### src/rtl/ex_muldiv.sv
// Iterative radix-2 RV32M multiply/divide unit for the execute stage.
// Holds the pipeline via stall_o until the result is presented with a one-cycle done_o pulse.
module ex_muldiv #(
  parameter int DATA_WIDTH = 32,
  parameter int CNT_WIDTH  = 5
) (
  input  logic                  clk_i,
  input  logic                  rst_n_i,
  input  logic                  valid_i,
  input  logic                  flush_i,
  input  logic [2:0]            op_i,
  input  logic [DATA_WIDTH-1:0] a_i,
  input  logic [DATA_WIDTH-1:0] b_i,
  output logic [DATA_WIDTH-1:0] result_o,
  output logic                  done_o,
  output logic                  busy_o,
  output logic                  stall_o
);

  localparam int W = DATA_WIDTH;
  localparam logic [W-1:0] MIN_NEG = {1'b1, {(W-1){1'b0}}};

  typedef enum logic [1:0] {IDLE, CALC, DONE} state_t;
  typedef enum logic [2:0] {
    OP_MUL, OP_MULH, OP_MULHSU, OP_MULHU, OP_DIV, OP_DIVU, OP_REM, OP_REMU
  } op_e;

  state_t         state_q, state_d;
  op_e            op_q;
  logic [CNT_WIDTH-1:0] cnt_q;
  logic           neg_res_q, neg_rem_q;
  logic [W-1:0]   opnd_q;
  logic [2*W-1:0] acc_q, acc_d;

  logic           signed_a, signed_b, sa, sb;
  logic [W-1:0]   a_mag, b_mag;
  logic           div_zero, div_ovf, fast, accept, last;
  logic [W-1:0]   fast_res, final_res;
  logic [W-1:0]   addend;
  logic [W:0]     mul_sum, shifted, diff;
  logic [2*W-1:0] prod;
  logic [W-1:0]   quo, rem;

  // NOTE: every always_comb output gets a default first so no path can infer a latch.
  always_comb begin
    signed_a = 1'b0;
    signed_b = 1'b0;
    case (op_e'(op_i))
      OP_MULH, OP_DIV, OP_REM: begin signed_a = 1'b1; signed_b = 1'b1; end
      OP_MULHSU:               signed_a = 1'b1;
      default: ;
    endcase
  end

  assign sa    = signed_a & a_i[W-1];
  assign sb    = signed_b & b_i[W-1];
  assign a_mag = sa ? -a_i : a_i;
  assign b_mag = sb ? -b_i : b_i;

  assign div_zero = op_i[2] & (b_i == '0);
  assign div_ovf  = ((op_e'(op_i) == OP_DIV) || (op_e'(op_i) == OP_REM)) &&
                    (a_i == MIN_NEG) && (b_i == '1);
  assign fast     = div_zero | div_ovf;
  // op_i[1] separates REM/REMU from DIV/DIVU among the divide ops.
  assign fast_res = div_zero ? (op_i[1] ? a_i : '1) : (op_i[1] ? '0 : MIN_NEG);

  assign accept = (state_q == IDLE) & valid_i & ~flush_i;
  assign last   = (state_q == CALC) && (cnt_q == CNT_WIDTH'(W - 1));

  // Multiply keeps {product_hi, multiplier} in acc; divide keeps {remainder, dividend/quotient}.
  always_comb begin
    addend  = acc_q[0] ? opnd_q : '0;
    mul_sum = {1'b0, acc_q[2*W-1:W]} + {1'b0, addend};
    shifted = acc_q[2*W-1:W-1];
    diff    = shifted - {1'b0, opnd_q};
    if (op_q[2]) begin
      if (!diff[W]) acc_d = {diff[W-1:0], acc_q[W-2:0], 1'b1};
      else          acc_d = {shifted[W-1:0], acc_q[W-2:0], 1'b0};
    end else begin
      acc_d = {mul_sum, acc_q[W-1:1]};
    end
  end

  always_comb begin
    prod = neg_res_q ? -acc_d : acc_d;
    quo  = neg_res_q ? -(acc_d[W-1:0]) : acc_d[W-1:0];
    rem  = neg_rem_q ? -(acc_d[2*W-1:W]) : acc_d[2*W-1:W];
    case (op_q)
      OP_MUL:                        final_res = prod[W-1:0];
      OP_MULH, OP_MULHSU, OP_MULHU:  final_res = prod[2*W-1:W];
      OP_DIV, OP_DIVU:               final_res = quo;
      default:                       final_res = rem;
    endcase
  end

  always_comb begin
    state_d = state_q;
    if (flush_i) begin
      state_d = IDLE;
    end else begin
      case (state_q)
        IDLE:    if (valid_i) state_d = fast ? DONE : CALC;
        CALC:    if (last) state_d = DONE;
        default: state_d = IDLE;
      endcase
    end
  end

  // NOTE: sequential state uses non-blocking assignments so all registers update from pre-edge values.
  always_ff @(posedge clk_i or negedge rst_n_i) begin
    if (!rst_n_i) begin
      // NOTE: the accumulators are cleared on reset too, so a reset mid-operation leaves no stale datapath state.
      state_q   <= IDLE;
      op_q      <= OP_MUL;
      cnt_q     <= '0;
      neg_res_q <= 1'b0;
      neg_rem_q <= 1'b0;
      opnd_q    <= '0;
      acc_q     <= '0;
      result_o  <= '0;
    end else begin
      state_q <= state_d;
      if (accept) begin
        op_q      <= op_e'(op_i);
        neg_res_q <= sa ^ sb;
        neg_rem_q <= sa;
        cnt_q     <= '0;
        opnd_q    <= op_i[2] ? b_mag : a_mag;
        acc_q     <= {{W{1'b0}}, (op_i[2] ? a_mag : b_mag)};
        if (fast) result_o <= fast_res;
      end else if ((state_q == CALC) && !flush_i) begin
        acc_q <= acc_d;
        cnt_q <= cnt_q + CNT_WIDTH'(1);
        if (last) result_o <= final_res;
      end
    end
  end

  assign done_o  = (state_q == DONE) & ~flush_i;
  assign busy_o  = (state_q == CALC);
  assign stall_o = valid_i & ~done_o;

endmodule

### config.mk
export PLATFORM = sky130hd
export DESIGN_NAME = ex_muldiv
export DESIGN_NICKNAME = d
export VERILOG_FILES = /design/src/rtl/ex_muldiv.sv
export SDC_FILE = /design/constraint.sdc
export NUM_CORES = 1
export LEC_CHECK = 0
export CAP_MARGIN = 20
export CORE_ASPECT_RATIO = 0.75
export CORE_MARGIN = 10
export CORE_UTILIZATION = 40
export CTS_CLUSTER_SIZE = 30
export DETAILED_ROUTE_END_ITERATION = 8
export SLEW_MARGIN = 25
export SYNTH_ARGS = -nofsm -noshare
export SYNTH_HDL_FRONTEND = slang
export SYNTH_SLANG_ARGS = --single-unit
### constraint.sdc
create_clock -name clk_i -period 5.2 [get_ports clk_i]
set_clock_uncertainty 0.1 [all_clocks]
set_input_delay 1.04 -clock clk_i [delete_from_list [all_inputs] [get_ports clk_i]]
set_output_delay 1.04 -clock clk_i [all_outputs]
set_load 0.02 [all_outputs]
==> key figures <==
Outcome
  • Outcome: complete, but fails checks
  • Failing checks: negative setup slack

Route
  • DR iter-0 viols: about 2200
  • Drt drc: 0
  • Vias per Instance: roughly 6.2
  • WL final: roughly 74000 um
  • ANT nets after route: 0
  • Wire length per cell: approximately 25 um
  • Vias: 18900
  • Pre-antenna DRT Iters: 5

Die
  • Row count: 64
  • Die area: 49600 sq um
  • Die Wd: about 250 um
  • Die Ht: 195 um
  • Core area: between 40000 and 50000 sq um
  • # IOs: 106
  • Initial Util: 0.403

GRT
  • Vias in the first global route: approximately 17000
  • Overall Global Routing Usage: 0.290
  • First-pass GRT wire length: 110000 um
  • Largest net degree at the start of global routing: 79
  • Global route overflow: 0
  • Most Crowded Layer GR: met1
  • Met1 Track Usage GR: 0.429
  • M3 GR Usage: 0.0648
  • Initial antenna violation count: 0
  • Routing usage on met2: 0.411

Synth
  • Mapped Area: 16400 sq um
  • Syn Area/Cell: 7.27 sq um
  • Primary FF master, synth: dfrtp_1
  • Largest family of logic cells by synthesized area: compound AO/OA/AOI/OAI gates
  • Ys async rst share: 1.00
  • Synthesized Nets: 2401
  • Synthesis warning total: 0
  • FF+latch count, synth: 140
  • Xor/xnor share of the synthesized area: 0.0950
  • Post-synthesis compound-gate area fraction: 0.298
  • Post-Synth Adder-Cell Area: 0.0566
  • EDFF count, synth: 0
  • Post-Synth Simple-Gate Area: 0.244
  • Mapped Cells: 2257
  • Yosys cell types: 93
  • Post-synthesis sequential area ratio: 0.214
  • Post-synthesis mux area share: 0.0384

Flow run
  • Max Cap Viol: 0

Timing
  • Tmin final: 5.24 ns
  • Pins Over Slew Limit: 0
  • Least-Margin Pin Slew: between 1 and 1.5 ns
  • RSZ-0062 raised after global routing: yes
  • Final period utilization: 1.01
  • Setup-failing EPs final: 2
  • Final WS setup: -0.0351 ns
  • Max frequency: 0.191 GHz
  • Fin. Hold Viols: 0
  • Slew margin rel.: 0.282

Clocking
  • H-tree depth: 4
  • Clk sinks: 140
  • CTS Buf Count: 17
  • Clk root buf: clkbuf_16
  • Maximum buffer depth of the clock tree: 2
  • Hold_buf cts: 0
  • CTS tree: yes
  • Worst skew pair latency: 0.46 ns
  • Worst-path clk slew: 0.07 ns

Critical path
  • CP bufs+invs: 3
  • Crit-path cells: inv_1 > ha_1 > and4_4 > and2_4 > a221o_1 > or3_4 > o211ai_4 > nor2_2 > a21oi_2 > ha_2 > or3b_4 > nor2_4 > nand4_1 > or3_4 > nor2_4 > nand2_2 > buf_6 > o41ai_4 > buf_4 > xnor2_2 > o22ai_1 > o221ai_1 > nand2_1
  • Required time of the critical path: 5.44 ns
  • CP Max Fanout: 4
  • Critical Path Sink Type: flop
  • Delay-heaviest family, CP: simple AND/OR/NAND/NOR gates
  • Startpoint Class: flop
  • Critical path class: flop to flop
  • Max stage delay on crit path: 0.45 ns
  • CP Data Arrival Time: roughly 5.5 ns
  • CP max stage cell: or3_4

Placed design
  • I/O Buffers: ~110
  • Post-DP HPWL: 59300 um
  • GP Congestion: between 1 and 1.5

Final layout
  • Nets@finish: 2636
  • Layout cells sized above 1: 0.162
  • Area grow syn2layout: 25.7%
  • Commonest non-fill, non-tap cells in the layout: 275 x nand2_1, 250 x buf_4, 207 x a21oi_1
  • Filler Cell Count: between 4000 and 5000
  • Leading cell type in the layout, fill and taps excluded: nand2_1
  • Core Util, Final: 0.507

Power
  • PnR Total Power: 12.3 mW
  • Worst VDD drop: just over 0.0003 V
  • PwrDens: 596 nW/um^2
  • Leak: 8.68 nW

Hold path
  • Hold Path Class: flop to flop
## where the power goes
part | leakage (nW) | internal (mW) | switching (mW) | total [mW]
Clock | 0.331 | 0.941 | 0.558 | 1.50
Sequential | 1.83 | 1.34 | 0.286 | 1.63
Combinational | 6.52 | 3.71 | 5.46 | 9.17
Total | 8.68 | 5.99 | 6.31 | 12.3
## cell usage after synthesis (7+ instances only)
| cell type | instances | area share |
|---|---|---|
| a2111oi_0 | 7 | 0.0037 |
| a211o_1 | 8 | 0.0043 |
| a211oi_1 | 18 | 0.0082 |
| a21boi_0 | 7 | 0.0032 |
| a21o_1 | 24 | 0.011 |
| a21oi_1 | 216 | 0.066 |
| a221oi_1 | 10 | 0.0053 |
| a22o_1 | 21 | 0.011 |
| a31oi_1 | 23 | 0.0088 |
| and2_1 | 45 | 0.017 |
| and3_1 | 18 | 0.0069 |
| buf_1 | 15 | 0.0034 |
| buf_2 | 17 | 0.0052 |
| clkbuf_1 | 109 | 0.025 |
| dfrtp_1 | 140 | 0.21 |
| ha_1 | 71 | 0.054 |
| inv_1 | 72 | 0.016 |
| mux2_2 | 7 | 0.0048 |
| mux2i_1 | 55 | 0.034 |
| nand2_1 | 277 | 0.063 |
| nand2b_1 | 21 | 0.0080 |
| nand3_1 | 53 | 0.016 |
| nand4_1 | 25 | 0.0095 |
| nor2_1 | 172 | 0.039 |
| nor2b_1 | 23 | 0.0088 |
| nor3_1 | 72 | 0.022 |
| nor3b_1 | 13 | 0.0059 |
| nor4_1 | 24 | 0.0092 |
| o211a_1 | 7 | 0.0043 |
| o211ai_1 | 40 | 0.018 |
| o21a_1 | 16 | 0.0073 |
| o21ai_0 | 204 | 0.062 |
| o21ai_1 | 10 | 0.0031 |
| o21bai_1 | 7 | 0.0032 |
| o221ai_1 | 16 | 0.0085 |
| o22ai_1 | 19 | 0.0072 |
| o31ai_1 | 30 | 0.014 |
| o41ai_1 | 9 | 0.0048 |
| or2_2 | 9 | 0.0034 |
| or3_1 | 30 | 0.011 |
| or4_1 | 10 | 0.0046 |
| xnor2_1 | 114 | 0.061 |
| xor2_1 | 64 | 0.034 |
## stage by stage
step                cells  instance area (sq um)  worst slack (ns)  TNS, ns  hold WS, ns
floorplan            2257                  16400           0.00692        0        0.364
global placement     2995                  19500            -0.149   -0.487        0.369
detailed placement   2995                  19500            -0.189   -0.930        0.388
CTS                  3028                  20300           0.00269        0        0.403
global route         3032                  20600            -0.202   -0.900        0.428
finish               3033                  20600           -0.0351  -0.0654        0.401
## worst reg2reg max path, cell delays in order, from the launching register on
cell	delay (ns)
dfrtp_1	0.35
inv_1	0.06
ha_1	0.31
and4_4	0.21
and2_4	0.17
a221o_1	0.34
or3_4	0.39
o211ai_4	0.22
nor2_2	0.08
a21oi_2	0.13
ha_2	0.20
or3b_4	0.41
nor2_4	0.10
nand4_1	0.26
or3_4	0.45
nor2_4	0.13
nand2_2	0.06
buf_6	0.13
o41ai_4	0.36
buf_4	0.18
xnor2_2	0.10
o22ai_1	0.10
o221ai_1	0.19
nand2_1	0.08
## sequential cells by signal, summed over array words and instances (netlist names)
signal and flops:
result_o 32, state_q 2, neg_res_q 1, cnt_q 5
neg_rem_q 1, op_q 3, acc_q 64, opnd_q 32
## per-layer routing
metal / vias to the layer above / part of all wire
li1: 8728 / -
met1: 9190 / 0.46
met2: 922 / 0.42
met3: 87 / 0.098
met4: 0 / 0.023
met5: - / 0
## layout make-up
cell class | count | area [sq um] | area share
well taps | 528 | 661 | 0.0320
clock buffers | 22 | 474 | 0.0230
inverters | 72 | 270 | 0.0131
diodes | 1 | 2.50 | 0.000121
clock inverters | 9 | 206 | 0.0100
repair buffers | 364 | 3080 | 0.149
multi-input cells | 1897 | 12400 | 0.603
flip-flops and latches | 140 | 3510 | 0.170
## repair_timing
item	in CTS	in global routing
cloned	0	0
setup buffers	2	4
endpoints found under the setup margin	12	21
resized for setup	22	69
pin swaps	6	32
## logic make-up after synthesis
logic type	count (synthesis)
xor gates and xnor gates	178
buffers and inverters	220
AOI/OAI and AO/OA	760
muxes	62
adders and majority gates	73
DFF	140
and+or+nand+nor	824
## path summary, 6_finish.rpt
| path | start | end | slack (ns) | depth (start not counted) |
|---|---|---|---|---|
| setup / recovery | opnd_q[26] | result_o[24] | -0.04 | 23 |
| hold / removal | result_o[19] | result_o[19] | 0.40 | 2 |
| setup reg to reg | opnd_q[26] | result_o[24] | -0.04 | 23 |
| hold reg to reg | result_o[19] | result_o[19] | 0.40 | 2 |
| max in group asynchronous | rst_n_i | acc_q[1] | 3.42 | 2 |
| min in group asynchronous | rst_n_i | acc_q[58] | 0.51 | 1 |
No activity file was read; power rests on OpenSTA's default activity.
